--- src/rtl/dqn_fixed_pkg.sv ---
// ---------------------------------------------------------------------------
// dqn_fixed_pkg
// Shared Q6.10 fixed-point definitions for the DQN datapath blocks
// (dw_module, weight_update_unit, MAC blocks).
//   WORD_W / FRAC_W : word and fraction widths of the Q6.10 format
//   Q_MAX / Q_MIN   : most positive / most negative representable word
//   q6_10_t         : signed 16-bit Q6.10 word
//   sat16()         : clamps a 17-bit signed intermediate into a q6_10_t
// ---------------------------------------------------------------------------
package dqn_fixed_pkg;

  localparam int          WORD_W = 16;
  localparam int          FRAC_W = 10;
  localparam logic [15:0] Q_MAX  = 16'h7FFF;
  localparam logic [15:0] Q_MIN  = 16'h8000;

  typedef logic signed [WORD_W-1:0] q6_10_t;

  // A 17-bit sum/difference of two 16-bit words has overflowed exactly when
  // its top two bits disagree; the top bit then gives the true sign.
  function automatic q6_10_t sat16(input logic [WORD_W:0] x);
    q6_10_t r;
    if (x[WORD_W] != x[WORD_W-1]) begin
      r = x[WORD_W] ? q6_10_t'(Q_MIN) : q6_10_t'(Q_MAX);
    end else begin
      r = q6_10_t'(x[WORD_W-1:0]);
    end
    return r;
  endfunction

endpackage

--- src/rtl/q_sat_sub.sv ---
// ---------------------------------------------------------------------------
// q_sat_sub
// Combinational saturating subtract of two Q6.10 words: diff = sat(a - b).
// Ports:
//   a    in  16  minuend, signed Q6.10
//   b    in  16  subtrahend, signed Q6.10
//   diff out 16  a - b clamped to [0x8000, 0x7FFF]
//   sat  out 1   high when the clamp was applied
// ---------------------------------------------------------------------------
module q_sat_sub
  import dqn_fixed_pkg::*;
(
  input  logic [WORD_W-1:0] a,
  input  logic [WORD_W-1:0] b,
  output logic [WORD_W-1:0] diff,
  output logic              sat
);

  logic [WORD_W:0] wide;

  // Sign-extend both operands to 17 bits so the difference cannot wrap.
  assign wide = {a[WORD_W-1], a} - {b[WORD_W-1], b};
  assign diff = sat16(wide);
  assign sat  = wide[WORD_W] ^ wide[WORD_W-1];

endmodule

--- src/rtl/weight_update_unit.sv ---
// ---------------------------------------------------------------------------
// weight_update_unit
// Holds a layer's Q6.10 weight register file and applies gradient updates
//   w[addr] <= sat(w[addr] - (dw >>> LR_SHIFT))
// through a two-stage pipeline (accept, then read-modify-write).
// Ports:
//   clk, rst   clock and synchronous active-high reset
//   init_en    load init_data into w[init_addr] this cycle
//   init_addr  init write address
//   init_data  init weight, signed Q6.10
//   upd_valid  update request valid
//   upd_ready  unit can accept an update this cycle (low during init)
//   upd_addr   weight index to update
//   upd_dw     signed Q6.10 gradient
//   rd_addr    forward-pass read address
//   rd_data    w[rd_addr], registered, 1-cycle latency
//   busy       an accepted update is still waiting to be written
//   sat_flag   sticky: some update saturated since reset
//   upd_cnt    count of completed updates, wraps
// ---------------------------------------------------------------------------
module weight_update_unit
  import dqn_fixed_pkg::*;
#(
  parameter int N_WEIGHTS = 16,
  parameter int AW        = 4,
  parameter int LR_SHIFT  = 3
) (
  input  logic              clk,
  input  logic              rst,
  input  logic              init_en,
  input  logic [AW-1:0]     init_addr,
  input  logic [WORD_W-1:0] init_data,
  input  logic              upd_valid,
  output logic              upd_ready,
  input  logic [AW-1:0]     upd_addr,
  input  logic [WORD_W-1:0] upd_dw,
  input  logic [AW-1:0]     rd_addr,
  output logic [WORD_W-1:0] rd_data,
  output logic              busy,
  output logic              sat_flag,
  output logic [15:0]       upd_cnt
);

  q6_10_t        w [N_WEIGHTS];

  logic          p_vld;
  logic [AW-1:0] p_addr;
  q6_10_t        p_step;

  logic          accept;
  q6_10_t        new_w;
  logic          new_sat;

  // Init port owns the write slot, so updates are held off while it is active.
  assign upd_ready = ~init_en;
  assign accept    = upd_valid & upd_ready;
  assign busy      = p_vld;

  // The learning-rate scale happens at accept time so stage 2 is a plain
  // saturating subtract; the arithmetic shift rounds toward -inf.
  always_ff @(posedge clk) begin
    if (rst) begin
      p_vld  <= 1'b0;
      p_addr <= '0;
      p_step <= '0;
    end else begin
      p_vld <= accept;
      if (accept) begin
        p_addr <= upd_addr;
        p_step <= q6_10_t'($signed(upd_dw) >>> LR_SHIFT);
      end
    end
  end

  // Stage 2 reads the array directly; a back-to-back update to the same
  // address sees the previous write because that write landed on the edge
  // that accepted the second update.
  q_sat_sub u_sub (
    .a    (w[p_addr]),
    .b    (p_step),
    .diff (new_w),
    .sat  (new_sat)
  );

  // Weight array: the init write is placed last so it overrides a stage-2
  // write to the same address on the same edge.
  always_ff @(posedge clk) begin
    if (rst) begin
      for (int i = 0; i < N_WEIGHTS; i++) begin
        w[i] <= '0;
      end
    end else begin
      if (p_vld) begin
        w[p_addr] <= new_w;
      end
      if (init_en) begin
        w[init_addr] <= q6_10_t'(init_data);
      end
    end
  end

  // Completion bookkeeping: the counter and sticky flag follow stage 2 even
  // when an init write overrides the stored result.
  always_ff @(posedge clk) begin
    if (rst) begin
      upd_cnt  <= '0;
      sat_flag <= 1'b0;
    end else if (p_vld) begin
      upd_cnt <= upd_cnt + 16'd1;
      if (new_sat) begin
        sat_flag <= 1'b1;
      end
    end
  end

  // Read port samples the array before this edge's writes take effect.
  always_ff @(posedge clk) begin
    if (rst) begin
      rd_data <= '0;
    end else begin
      rd_data <= w[rd_addr];
    end
  end

endmodule

--- config.mk ---
export PLATFORM = sky130hd
export DESIGN_NAME = weight_update_unit
export DESIGN_NICKNAME = d
export VERILOG_FILES = /design/src/rtl/dqn_fixed_pkg.sv /design/src/rtl/q_sat_sub.sv /design/src/rtl/weight_update_unit.sv
export SDC_FILE = /design/constraint.sdc
export NUM_CORES = 1
export LEC_CHECK = 0
export CAP_MARGIN = 20
export CORE_UTILIZATION = 45
export DETAILED_ROUTE_END_ITERATION = 8
export GPL_ROUTABILITY_DRIVEN = 0
export PLACE_DENSITY = 0.7
export SYNTH_ARGS = -nofsm -noshare
export SYNTH_HDL_FRONTEND = slang
export SYNTH_SLANG_ARGS = --single-unit
--- constraint.sdc ---
create_clock -name clk -period 10 [get_ports clk]
set_input_delay 1 -clock clk [delete_from_list [all_inputs] [get_ports clk]]
set_output_delay 1 -clock clk [all_outputs]
set_load 0.005 [all_outputs]
Word-level counts from Yosys, hierarchy flattened
Memories as Yosys holds them, arrays and structs flattened. A register that Yosys moved wholly into a read port is not among the register bits.
Cells that the tools add are included.
W data, S select, Z words.
- mux-type cells: 18
- reductions and logical operators: 3
- add/sub/neg operators: 2
- equal/unequal tests: 1
- bitwise logic cells: 3
- operator list (kind ; number):
    $mux W16 ; 4
    $reduce_or A16 Y1 ; 2
    $sub A16 B13 Y17 ; 1
    $add A16 B1 Y16 const B ; 1
    $mux W4 ; 4
    $mux W1 ; 10
    $reduce_and A2 Y1 ; 1
    $and A1 B1 Y1 ; 1
    $ne A1 B1 Y1 ; 1
    $not A1 Y1 ; 1
    $xor A1 B1 Y1 ; 1
- input bits: 48
- bits in registers: 35
- memory bits (writable): 256
- memories: 1
- output and inout port bits: 35
- logic and storage cells: 33
- memories (name ; words ; width ; read ports ; clocked after memory_dff ; write ports ; RTL line ; text):
    w ; 16 ; 16 ; 2 ; 2 ; 16 ; weight_update_unit.sv:44 ; q6_10_t w [N_WEIGHTS];

Depth between registers and ports, before layout
- depth in word-level cells: 5
- depth in mapped cells: 17
- depth with buffers taken out: 14

Modules after synthesis
From an unflattened synthesis, not the netlist that was laid out.
- cell total of the unflattened synthesis: 1484
- area total of the unflattened synthesis: 18083.6 sq um
- modules (own cells, without submodules) (module ; times used ; sequential area each (sq um) ; cells each ; area each (sq um)):
    weight_update_unit ; 1 ; 8788.4 ; 1274 ; 16607.2
    q_sat_sub ; 1 ; 0.0 ; 210 ; 1476.4

Worst setup path before layout
OpenSTA, ideal clock, no wires.
- path kind: register to register
- from: register with a tool-made name
- to: memory w[10][1] (netlist name) (data pin)
- setup time: 0.256 ns
- data required time: 9.744 ns
- stages on the path, launching flop included: 15
- clock period less this slack: 4.778 ns
- slack: 5.222 ns
- buffers on the path: 3
- arrival: 4.521 ns
- cell sequence: dfxtp_1 -> clkbuf_1 -> buf_1 -> mux4_2 -> mux4_2 -> fa_1 -> a211oi_1 -> o21ai_1 -> a31oi_1 -> nor2_1 -> o21a_1 -> or2_2 -> a21o_2 -> buf_6 -> a22o_1
- RTL lines (element ; RTL line):
    to (decl) ; weight_update_unit.sv:44

==> impl_metrics.tcl <==
set metrics [dict create \
    status "completed" \
    synthArstFlopShare 0 \
    worst-r2r-cell-count 12 \
    synth-seq-area-share 0.506 \
    final.setup.worst_slack_ns 3.59 \
    remaining_drc_errors 0 \
    cells_resized_by_post_cts_repair 0 \
    postSynthAreaPerCell_um2 13.3 \
    p_per_area_mw_per_mm2 176 \
    synth_simple_gate_area_frac 0.0797 \
    combined_global_route_utilization_of_all_metal_layers 0.234 \
    cts.hold.buffers_added 0 \
    max_slew_violation_total_from_the_final_report 0 \
    detailroute.via_count 11803 \
    portBuffers 79 \
    fin_nets 1402 \
    yosys.area_share.adder 0.0140 \
    clkLatencyLatePin_ns 0.53 \
    synthesized_area_fraction_occupied_by_ao_oa_aoi_and_oai_cells 0.142 \
    areaGrowthSynthToFinish_pct 12.6 \
    cts_sinks 311 \
    p_leak_uw 0.00650 \
    slew-limit-headroom 0.213 \
    timing.critical_path.to_type "flip-flop" \
    drv_cap 0 \
    clock-root-buffer "sky130_fd_sc_hd__clkbuf_16" \
    grt_start_max_net_pins 72 \
    synthesis.instances 1311 \
    grt_pass1_vias 11580 \
    fin_crit_ns 6.41 \
    synth_ff_type "sky130_fd_sc_hd__edfxtp_1" \
    aggregate_routed_wire_length_um 45200 \
    design.core.area_mm2 0.0378 \
    clock_pin_slew_on_the_worst_setup_and_hold_paths_ns 0.06 \
    post-dp-hpwl_um 33300 \
    cp.required_ns 10.21 \
    synth_seq_cells 311 \
    worst_slew_pin_slew_ns 1.18 \
    layout-drive-gt1-share 0.201 \
    post_synth_num_cell_types 49 \
    drt_pass1_iterations 5 \
    synth-edff-count 256 \
    filler_cell_count 3155 \
    floorplan.die.width_um 199 \
    cp-start-kind "flip-flop" \
    synth_top_family_by_area "multiplexers" \
    grt_first_pass_wirelength_um 69000 \
    timing.critical_path.arrival_ns 6.63 \
    cts_tree "built" \
    final-setup-viol-count 0 \
    crit_path_max_fanout 41 \
    initial_utilization 0.459 \
    design.die.area_mm2 0.0394 \
    hold_path.class "flip-flop to flip-flop" \
    finish.cell_count_without_fillers 1871 \
    layout_worst_path_cycle_share 0.641 \
    routedWlPerCell_um 24.2 \
    number_of_antenna_violations_at_the_first_check_in_global_routing 2 \
    share_of_synthesized_area_spent_on_multiplexers 0.208 \
    postPlaceCellArea_mm2 0.0185 \
    drt_iter0_drc 1250 \
    postCtsSetupRepairBufs 0 \
    placedCellCount 1802 \
    antenna_cells_inserted 0 \
    mappedNetlistArea_mm2 0.0174 \
    cts_inserted_buffers 34 \
    timing.clock.skew_ns 0.0293 \
    drtAntennaViolNets 0 \
    chipHeight_um 199 \
    grt_setup_unrepaired "false" \
    worst_hold_stages 2 \
    yosysWarningCount 0 \
    timing_worst_setup_path_type "flip-flop to flip-flop" \
    ctsLongestPathBuffers 3 \
    syn_nets 1377 \
    pin_count 83 \
    timing.setup.tns_ns 0 \
    layout.cell_area.non_filler_mm2 0.0196 \
    post_drt_via_cell_ratio 6.31 \
    final_core_utilization 0.517 \
    pre_cts_slack_ns 3.08 \
    rows 71 \
    vdd_drop_max_mv 0.104 \
    grt_overflow_total 0 \
    fmaxAchievable_mhz 156 \
    final_hold_viol_count 0 \
    area_share_of_xor_xnor_cells_in_the_synthesized_design 0.0130 \
    clock_tree.htree_level_count 2 \
]
layout by cell type, fill, tap and decap left out, types with 3 or more instances in the layout:
master / Yosys / final
sky130_fd_sc_hd__edfxtp_1: 256 / 256
sky130_fd_sc_hd__nor2_1: 49 / 49
sky130_fd_sc_hd__clkbuf_16: 0 / 35
sky130_fd_sc_hd__xor2_1: 15 / 15
sky130_fd_sc_hd__o21ai_0: 96 / 96
sky130_fd_sc_hd__a21oi_1: 34 / 34
sky130_fd_sc_hd__o21ai_4: 4 / 4
sky130_fd_sc_hd__clkinv_2: 0 / 6
sky130_fd_sc_hd__ha_1: 17 / 17
sky130_fd_sc_hd__dfxtp_1: 55 / 53
sky130_fd_sc_hd__clkdlybuf4s50_1: 0 / 76
sky130_fd_sc_hd__nor3_1: 22 / 18
sky130_fd_sc_hd__clkbuf_1: 76 / 12
sky130_fd_sc_hd__buf_4: 1 / 26
sky130_fd_sc_hd__a31oi_1: 3 / 3
sky130_fd_sc_hd__a21oi_4: 4 / 4
sky130_fd_sc_hd__and3_1: 5 / 5
sky130_fd_sc_hd__or3_1: 21 / 21
sky130_fd_sc_hd__o21ai_1: 24 / 24
sky130_fd_sc_hd__nor2b_1: 24 / 24
sky130_fd_sc_hd__inv_1: 17 / 17
sky130_fd_sc_hd__a22o_1: 160 / 160
sky130_fd_sc_hd__buf_6: 11 / 3
sky130_fd_sc_hd__a21o_1: 3 / 3
sky130_fd_sc_hd__xnor2_1: 9 / 9
sky130_fd_sc_hd__buf_2: 8 / 9
sky130_fd_sc_hd__nand3_1: 7 / 7
sky130_fd_sc_hd__nand4_1: 6 / 6
sky130_fd_sc_hd__nand2_1: 156 / 156
sky130_fd_sc_hd__nand2b_1: 12 / 12
sky130_fd_sc_hd__nor3_2: 0 / 4
sky130_fd_sc_hd__mux4_2: 160 / 160
sky130_fd_sc_hd__a21oi_2: 3 / 3
per-layer routing:
metal  track usage  routed length [µm]  vias up
met1         0.301               17500     5932
met2         0.405               22800      583
met4        0.0664                 963        2
li1              -                   -     5225
met5             0                  13        -
met3        0.0409                4010       61
cell type report:
cell class | instances | area, µm² | share of cell area
repair buffers | 117 | 1060 | 0.0544
well taps | 511 | 639 | 0.0327
clock inverters | 11 | 95.1 | 0.00486
clock buffers | 49 | 948 | 0.0485
flip-flops and latches | 311 | 8790 | 0.449
inverters | 17 | 63.8 | 0.00326
multi-input cells | 855 | 7970 | 0.407
power by group:
group	internal [µW]	switching [µW]	leakage [µW]
Combinational	243	507	0.00294
Clock	689	510	0.000514
Sequential	1460	36.8	0.00304
state kept, by name, summed over array words and instances, names as in the netlist, named ones only:
| name | cells |
|---|---|
| upd_cnt | 16 |
| busy | 1 |
| w | 256 |
| p_addr | 4 |
| rd_data | 16 |
| p_step | 13 |
| sat_flag | 1 |
path summary, 6_finish.rpt:
path | from | to | slack (ns)
setup reg to reg | flip-flop | w[1][14] | 3.59
setup / recovery | flip-flop | w[1][14] | 3.59
hold reg to reg | sat_flag | sat_flag | 0.46
hold / removal | sat_flag | sat_flag | 0.46
synth_stat cells, types with 8 or more instances:
master / number / area [µm²]
sky130_fd_sc_hd__nor2_1: 49 / 184
sky130_fd_sc_hd__o21ai_1: 24 / 120
sky130_fd_sc_hd__inv_1: 17 / 63.8
sky130_fd_sc_hd__edfxtp_1: 256 / 7690
sky130_fd_sc_hd__xnor2_1: 9 / 78.8
sky130_fd_sc_hd__dfxtp_1: 55 / 1100
sky130_fd_sc_hd__buf_6: 11 / 124
sky130_fd_sc_hd__mux4_2: 160 / 3600
sky130_fd_sc_hd__buf_1: 30 / 113
sky130_fd_sc_hd__ha_1: 17 / 213
sky130_fd_sc_hd__buf_2: 8 / 40.0
sky130_fd_sc_hd__or3_1: 21 / 131
sky130_fd_sc_hd__a21oi_1: 34 / 170
sky130_fd_sc_hd__clkbuf_1: 76 / 285
sky130_fd_sc_hd__a22o_1: 160 / 1400
sky130_fd_sc_hd__nand2_1: 156 / 586
sky130_fd_sc_hd__o21ai_0: 96 / 480
sky130_fd_sc_hd__xor2_1: 15 / 131
sky130_fd_sc_hd__nor2b_1: 24 / 150
sky130_fd_sc_hd__nor3_1: 22 / 110
sky130_fd_sc_hd__nand2b_1: 12 / 75.1
metrics by stage:
| stage | hold WS (ns) | total power, µW |
|---|---|---|
| floorplan | 0.436 | 2080 |
| global placement | 0.444 | 2240 |
| detailed placement | 0.445 | 2260 |
| CTS | 0.454 | 3440 |
| global route | 0.479 | 3560 |
| finish | 0.458 | 3450 |
cell families after synthesis:
logic type,Yosys count
compound gates,342
xor+xnor,25
mux,161
buf+inv,145
simple gates,308
flops,311
fa+ha+maj,19
critical path: stages (launching register included):
cell and delay, ns:
sky130_fd_sc_hd__dfxtp_4 0.92, sky130_fd_sc_hd__buf_4 0.57, sky130_fd_sc_hd__mux4_2 0.60, sky130_fd_sc_hd__mux4_2 0.55, sky130_fd_sc_hd__fa_1 0.45, sky130_fd_sc_hd__a211oi_1 0.28, sky130_fd_sc_hd__o21ai_1 0.15, sky130_fd_sc_hd__a31oi_1 0.51
sky130_fd_sc_hd__nor2_1 0.11, sky130_fd_sc_hd__o21a_1 0.49, sky130_fd_sc_hd__or2_2 0.50, sky130_fd_sc_hd__a21oi_2 0.71, sky130_fd_sc_hd__o21ai_0 0.21
Note: power is estimated with default switching activity, not from simulation.
